`config.mk`:
```
export PLATFORM = sky130hd
export DESIGN_NAME = rv32i_ifetch_flat
export DESIGN_NICKNAME = d
export VERILOG_FILES = /design/src/rtl/rv32i_ifetch_if.sv /design/src/rtl/rv32i_ifetch.sv /design/src/flat_wrapper.sv
export SDC_FILE = /design/constraint.sdc
export NUM_CORES = 1
export LEC_CHECK = 0
export ABC_AREA = 0
export CORE_ASPECT_RATIO = 0.6
export CORE_MARGIN = 10
export CORE_UTILIZATION = 52
export DETAILED_ROUTE_END_ITERATION = 8
export PLACE_DENSITY = 0.86
export SYNTH_ARGS = -nofsm -noshare
export SYNTH_HDL_FRONTEND = slang
export SYNTH_SLANG_ARGS = --single-unit
```
`constraint.sdc`:
```
create_clock -name clk_i -period 4.04 [get_ports clk_i]
set_input_delay 0.404 -clock clk_i [delete_from_list [all_inputs] [get_ports clk_i]]
set_output_delay 0.404 -clock clk_i [all_outputs]
set_load 0.01 [all_outputs]
```
`src/rtl/rv32i_ifetch_if.sv`:
```
// Instruction-memory fetch bus: request/ack handshake carrying a word address and the returned word.
interface rv32i_ifetch_if;
  logic        req;
  logic [31:0] addr;
  logic        ack;
  logic [31:0] rdata;

  modport master (output req, output addr, input ack, input rdata);
  modport slave  (input req, input addr, output ack, output rdata);
endinterface

```
`src/rtl/rv32i_ifetch.sv`:
```
// RV32I fetch stage: owns the PC, fetches over the imem handshake and keeps a one-entry
// instruction buffer for decode; redirects flush the buffer and drop in-flight words.
module rv32i_ifetch #(
  parameter logic [31:0] RESET_PC = 32'h0000_0000
) (
  input  logic                  clk_i,
  input  logic                  rst_i,
  rv32i_ifetch_if.master        imem,
  input  logic                  redirect_i,
  input  logic [31:0]           redirect_pc_i,
  input  logic                  stall_i,
  output logic [31:0]           instr_o,
  output logic [31:0]           pc_o,
  output logic                  valid_o,
  output logic                  misalign_o
);

  typedef enum logic [1:0] {
    S_REQ  = 2'd0,
    S_FULL = 2'd1,
    S_DROP = 2'd2
  } state_t;

  localparam logic [31:0] NOP = 32'h0000_0013;

  state_t      state_r, state_n;
  logic [31:0] pc_r, pc_n;
  logic [31:0] drop_addr_r, drop_addr_n;
  logic [31:0] instr_r, instr_n;
  logic [31:0] pcbuf_r, pcbuf_n;
  logic        valid_r, valid_n;
  logic        misalign_r, misalign_n;
  logic        req_raw_s;
  logic        req_s;
  logic        ack_s;

  // Request level per state; a stalled full buffer needs no new word yet.
  always_comb begin
    req_raw_s = 1'b0;
    case (state_r)
      S_REQ:   req_raw_s = 1'b1;
      S_FULL:  req_raw_s = ~stall_i;
      S_DROP:  req_raw_s = 1'b1;
      default: req_raw_s = 1'b0;
    endcase
  end

  assign req_s      = req_raw_s & ~rst_i;
  assign ack_s      = req_s & imem.ack;
  assign imem.req   = req_s;
  // While dropping, the address of the abandoned fetch must stay on the bus until it is acked.
  assign imem.addr  = (state_r == S_DROP) ? drop_addr_r : pc_r;

  assign instr_o    = instr_r;
  assign pc_o       = pcbuf_r;
  assign valid_o    = valid_r;
  assign misalign_o = misalign_r;

  // Next-state and buffer update; redirect overrides everything, including stall.
  always_comb begin
    state_n     = state_r;
    pc_n        = pc_r;
    drop_addr_n = drop_addr_r;
    instr_n     = instr_r;
    pcbuf_n     = pcbuf_r;
    valid_n     = valid_r;
    misalign_n  = misalign_r;

    if (redirect_i) begin
      valid_n    = 1'b0;
      pc_n       = {redirect_pc_i[31:2], 2'b00};
      misalign_n = |redirect_pc_i[1:0];
      if (state_r == S_DROP) begin
        state_n = ack_s ? S_REQ : S_DROP;
      end else if (req_s && !ack_s) begin
        state_n     = S_DROP;
        drop_addr_n = pc_r;
      end else begin
        state_n = S_REQ;
      end
    end else begin
      case (state_r)
        S_REQ: begin
          if (ack_s) begin
            instr_n = imem.rdata;
            pcbuf_n = pc_r;
            valid_n = 1'b1;
            pc_n    = pc_r + 32'd4;
            state_n = S_FULL;
          end else begin
            valid_n = 1'b0;
          end
        end
        S_FULL: begin
          if (stall_i) begin
            state_n = S_FULL;
          end else if (ack_s) begin
            instr_n = imem.rdata;
            pcbuf_n = pc_r;
            valid_n = 1'b1;
            pc_n    = pc_r + 32'd4;
          end else begin
            valid_n = 1'b0;
            state_n = S_REQ;
          end
        end
        S_DROP: begin
          if (ack_s) begin
            state_n = S_REQ;
          end else begin
            state_n = S_DROP;
          end
        end
        default: begin
          valid_n = 1'b0;
          state_n = S_REQ;
        end
      endcase
    end
  end

  // State and buffer registers with synchronous reset.
  always_ff @(posedge clk_i) begin
    if (rst_i) begin
      state_r     <= S_REQ;
      pc_r        <= RESET_PC;
      drop_addr_r <= RESET_PC;
      instr_r     <= NOP;
      pcbuf_r     <= RESET_PC;
      valid_r     <= 1'b0;
      misalign_r  <= 1'b0;
    end else begin
      state_r     <= state_n;
      pc_r        <= pc_n;
      drop_addr_r <= drop_addr_n;
      instr_r     <= instr_n;
      pcbuf_r     <= pcbuf_n;
      valid_r     <= valid_n;
      misalign_r  <= misalign_n;
    end
  end

endmodule

```
`src/flat_wrapper.sv`:
```
// flat-port wrapper written by rule: the top's interface ports become plain ports
module rv32i_ifetch_flat 
#(
  parameter logic [31:0] RESET_PC = 32'h0000_0000
)
  (clk_i, rst_i, redirect_i, redirect_pc_i, stall_i, instr_o, pc_o, valid_o, misalign_o, imem_req, imem_addr, imem_ack, imem_rdata);
  rv32i_ifetch_if imem_i ();
  input  logic clk_i;
  input  logic rst_i;
  input  logic redirect_i;
  input  logic [31:0] redirect_pc_i;
  input  logic stall_i;
  output logic [31:0] instr_o;
  output logic [31:0] pc_o;
  output logic valid_o;
  output logic misalign_o;
  output wire logic [$bits(imem_i.req)-1:0] imem_req;
  output wire logic [$bits(imem_i.addr)-1:0] imem_addr;
  input wire logic [$bits(imem_i.ack)-1:0] imem_ack;
  input wire logic [$bits(imem_i.rdata)-1:0] imem_rdata;
  assign imem_req = imem_i.req;
  assign imem_addr = imem_i.addr;
  assign imem_i.ack = imem_ack;
  assign imem_i.rdata = imem_rdata;
  rv32i_ifetch #(.RESET_PC(RESET_PC)) u_core (.clk_i(clk_i), .rst_i(rst_i), .imem(imem_i), .redirect_i(redirect_i), .redirect_pc_i(redirect_pc_i), .stall_i(stall_i), .instr_o(instr_o), .pc_o(pc_o), .valid_o(valid_o), .misalign_o(misalign_o));
endmodule
```
After elaboration in Yosys (flattened, before gate mapping)
Cells that the tools add are included.
- add/sub/neg operators: 1
- equal/unequal tests: 6
- muxes and demuxes: 23
- bitwise gates (word level): 6
- reductions and logical operators: 14
- operators with widths (cell ; number):
    $mux W32 ; 8
    $pmux W32 S2 ; 3
    $add A32 B3 Y32 const B ; 1
    $mux W2 ; 7
    $reduce_and A2 Y1 ; 4
    $pmux W2 S3 ; 1
    $reduce_and A3 Y1 ; 2
    $reduce_or A2 Y1 ; 3
    $ne A4 B4 Y1 const B ; 1
    $not A1 Y1 ; 4
    $ne A3 B2 Y1 const B ; 1
    $ne A3 B3 Y1 const B ; 1
    $pmux W1 S3 ; 1
    $reduce_bool A3 Y1 ; 1
    $and A1 B1 Y1 ; 2
    $eq A2 B1 Y1 const B ; 1
    $eq A2 B2 Y1 const B ; 1
    $logic_not A2 Y1 ; 1
    $mux W1 ; 2
    $ne A2 B2 Y1 const B ; 1
    $pmux W1 S2 ; 1
    $reduce_bool A2 Y1 ; 1
    $logic_and A1 B1 Y1 ; 1
    $logic_not A1 Y1 ; 1
- flip-flop bits (word level): 132
- input bits: 69
- output and inout port bits: 99
- word-level logic and storage cells: 58

Depth between registers and ports, before layout
- depth after elaboration: 10
- gate-level depth with buffers: 7
- mapped depth without buffers: 5

Worst setup path after synthesis
Ideal clock, no wire load.
- kind: register -> output
- start point: register u_core.state_r[1]
- end point: output imem_addr[12]
- arrival: 1.646 ns
- required time: 3.636 ns
- slack: 1.990 ns
- cell stages (with the launch flop): 5
- path buffers: 2
- cell sequence: dfxtp_1 -> nor2b_1 -> buf_1 -> clkbuf_1 -> mux2_2
- word-level cells in the longest chain between the ends: 2
- RTL lines (element ; RTL line ; source):
    start, declared ; rv32i_ifetch.sv:26 ; state_t state_r, state_n;
    start signal, assigned ; rv32i_ifetch.sv:133 ; state_r <= state_n;
    $eq A2 B2 Y1 ; rv32i_ifetch.sv:52 ; assign imem.addr = (state_r == S_DROP) ? drop_addr_r : pc_r;
    $mux W32 ; rv32i_ifetch.sv:52 ;
    end, declared ; flat_wrapper.sv:18 ; output wire logic [$bits(imem_i.addr)-1:0] imem_addr;
Every way passes these cells.

Final worst setup path
- start point: register u_core.state_r[1]
- end point: output imem_addr[28]
Same word-level chain as after synthesis.

==> impl_metrics.json <==
{
  "status": "completed",
  "synthXorXnorAreaFrac_pct": 0.589,
  "cts.sinks": 126,
  "start_kind": "flip-flop",
  "synth_top_area_share_pct": 42.4,
  "drt_iter0_drc": 795,
  "met2_length_um": 9340,
  "finalMaxSlewViolations": 0,
  "fp.dieW_um": 158,
  "drc_errors": 0,
  "synthCells": 756,
  "overflow": 0,
  "synthAdderAreaFrac_pct": 0.211,
  "grt_max_degree": 79,
  "regToRegSetupSlack_ns": 1.50,
  "wl_met1_um": 9810,
  "fin_worst_skew_ns": 0.0101,
  "clkPwrFrac_pct": 44.6,
  "p_int_mw": 2.36,
  "end_kind": "primary output",
  "reg2reg_depth": 4,
  "rows": 30,
  "routed_wl_um": 22400,
  "wl_per_cell_um": 21.4,
  "hold_class": "reg -> reg",
  "antenna_found_initial": 0,
  "cts_buffers": 17,
  "hold_viol_final": 0,
  "clockBufferDepth": 2,
  "clk_pin_slew_worst_paths_ns": 0.06,
  "grt_pass1_wl_um": 33800,
  "ys.flop_type": "dfxtp_1",
  "clk_latency_ns": 0.41,
  "leakagePower_nw": 2.75,
  "critPathRequiredTime_ns": 3.64,
  "synthArstFlopShare_pct": 0,
  "p_sw_mw": 0.869,
  "htree_levels": 4,
  "synth_edf_count": 0,
  "vias_per_cell": 6.21,
  "critPathLaunch": "u_core.state_r[1]",
  "grt_pass1_vias": 5982,
  "p_total_mw": 3.22,
  "synthTopCellsByArea": "dfxtp_1 42%, nand2_1 9.6%, a21oi_1 7.8%",
  "worst_slew_pin_slew_ns": 0.986,
  "syn_avg_cell_area_um2": 7.86,
  "power_frac_seq_pct": 42.1,
  "r2r-end": "u_core.pc_r[25]",
  "cts_hold_buffers": 0,
  "rsz0062_at_grt": "no",
  "layout-drive-gt1-share_pct": 9.45,
  "synth_seq_cells": 126,
  "critPathKind": "reg -> out",
  "core_um2": 11200,
  "top_layer": "met4",
  "swShare_pct": 26.9,
  "root_buffer": "clkbuf_16",
  "setup_viol": 0,
  "arrival_ns": 2.83,
  "endpoint": "imem_addr[28]",
  "comb_power_share_pct": 13.3,
  "ant_nets": 0,
  "ys_seq_area_share_pct": 42.4,
  "die-area_um2": 16200,
  "worstPathMaxFanout": 21,
  "max_clock_freq_mhz": 309,
  "area_growth_pct": 36.3,
  "finalCriticalPeriod_ns": 3.24,
  "netlist_area_um2": 5940,
  "ctsResizeCount": 0,
  "dp_hpwl_um": 15600,
  "cts_tree": "done",
  "synth_top_family_by_area": "simple AND/OR/NAND/NOR gates",
  "synth.mux.area_fraction_pct": 4.74,
  "met3WireLength_um": 2890,
  "synth_compound_gate_area_share_pct": 18.8,
  "start_util_pct": 53.0,
  "irDropWorstVdd_mv": 0.279,
  "portBuffers": 163,
  "boundaryPins": 168,
  "grtUsageTotal_pct": 26.4,
  "cts_setup_buffers": 0,
  "synth_top_area_cell": "dfxtp_1",
  "gp_congestion": 0.926,
  "fp.dieH_um": 103,
  "slew_headroom_pct": 33.8,
  "synth.distinct_cells": 55,
  "final_nets": 957,
  "yosys.area_share.simple_pct": 26.4,
  "tns_ns": 0,
  "yosysWarnings": 0,
  "via_count": 6474,
  "p_per_area_nw_per_um2": 398,
  "cap_violations": 0,
  "diodes": 0,
  "reg2reg_from": "u_core.pc_r[17]",
  "drt_first_pass_iters": 8,
  "period_share_pct": 80.2
}
==> through the flow <==
| step | hold slack (ns) | util (%) | cells | cell area, µm² | setup WS, ns |
|---|---|---|---|---|---|
| CTS | 0.457 | 72.2 | 1043 | 8100 | 0.812 |
| floorplan | 0.450 | - | 759 | 5950 | 1.99 |
| global route | 0.473 | 72.2 | 1043 | 8100 | 0.702 |
| detailed placement | 0.449 | 67.2 | 1012 | 7540 | 1.14 |
| finish | 0.454 | 72.2 | 1043 | 8100 | 0.802 |
| global placement | 0.441 | 67.2 | 1012 | 7540 | 1.21 |
==> power groups by stage <==
stage / logic [mW] / clock network, mW / registers [mW]
CTS: 0.422 / 1.45 / 1.35
global route: 0.456 / 1.51 / 1.36
detailed placement: 0.417 / 0 / 1.38
global placement: 0.410 / 0 / 1.38
floorplan: 0.217 / 0 / 1.35
finish: 0.427 / 1.44 / 1.36
==> critical path, stage by stage (launching register included) <==
cell and delay, ns:
dfxtp_1 0.39, nor2b_2 0.74, buf_4 0.41, mux2_2 0.38
clkdlybuf4s50_1 0.49
==> synthesized netlist by cell type, types with 5 or more instances <==
cell and n:
nor2b_1 6, inv_1 8, o211ai_1 5, mux2_2 25, nor4_1 12, buf_2 5
a2111oi_0 5, nor3_1 12, and2_1 6, a311oi_1 12, nand3_1 54, nand4_1 11
dfxtp_1 126, nand2_1 152, a211oi_1 6, clkbuf_1 52, clkbuf_8 5, or3_1 8
nor2_1 37, a21oi_1 93, a31oi_1 7, o21ai_0 41, or4_1 6, and3_1 9
==> state kept, by name, indices dropped and copies added, names as in the netlist <==
register and cells:
u_core.valid_o 1, u_core.pc_o 30, u_core.misalign_o 1, u_core.drop_addr_r 30
u_core.state_r 2, u_core.pc_r 30, u_core.instr_o 32
==> worst min-delay path by stage <==
| stage | start | to | slack [ns] | cells after the start |
|---|---|---|---|---|
| 6_report | u_core.instr_o[19] | u_core.instr_o[19] | 0.45 | 2 |
| 5_1_grt | u_core.instr_o[30] | u_core.instr_o[30] | 0.47 | 2 |
| 4_1_cts | u_core.pc_o[25] | u_core.pc_o[25] | 0.46 | 2 |
| 2_1_floorplan | u_core.drop_addr_r[21] | u_core.drop_addr_r[21] | 0.45 | 2 |
| 3_3_place_gp | u_core.instr_o[23] | u_core.instr_o[23] | 0.44 | 2 |
| 3_5_place_dp | u_core.instr_o[19] | u_core.instr_o[19] | 0.45 | 2 |
==> cell usage in the layout, fill, tap and decap left out, types with 7 or more instances in the layout <==
| master | synthesis | final |
|---|---|---|
| nand3_1 | 54 | 53 |
| dfxtp_1 | 126 | 126 |
| nor2_1 | 37 | 37 |
| a311oi_1 | 12 | 12 |
| o21ai_0 | 41 | 41 |
| a31oi_1 | 7 | 7 |
| clkdlybuf4s50_1 | 0 | 162 |
| nand4_1 | 11 | 11 |
| nand2_1 | 152 | 152 |
| nor4_1 | 12 | 12 |
| and3_1 | 9 | 9 |
| nor3_1 | 12 | 11 |
| inv_1 | 8 | 8 |
| a21oi_1 | 93 | 93 |
| or3_1 | 8 | 8 |
| mux2_2 | 25 | 25 |
| buf_4 | 4 | 19 |
| clkbuf_16 | 0 | 17 |
==> per-layer routing <==
metal / up-vias / track usage (%)
met5: - / 0
met4: 0 / 6.24
met3: 44 / 8.38
met2: 442 / 39.0
met1: 3045 / 36.7
li1: 2943 / -
==> cell families (layout without fill, tap and decap cells) <==
family,count (synthesis),count (layout)
buf+inv,80,220
other cells,1,4
compound gates,188,188
fa+ha+maj,1,1
flops,126,126
mux,25,25
xor+xnor,4,4
simple gates,331,331
==> final cells by class <==
cell class | instances | area (µm²)
inverter | 8 | 30.0
clock inverter | 12 | 113
fill | 853 | 3130
clock buffer | 19 | 443
tap | 144 | 180
sequential | 126 | 2520
timing repair buffer | 181 | 1760
multi-input combinational | 553 | 3050
(Power assumes the default switching activity.)
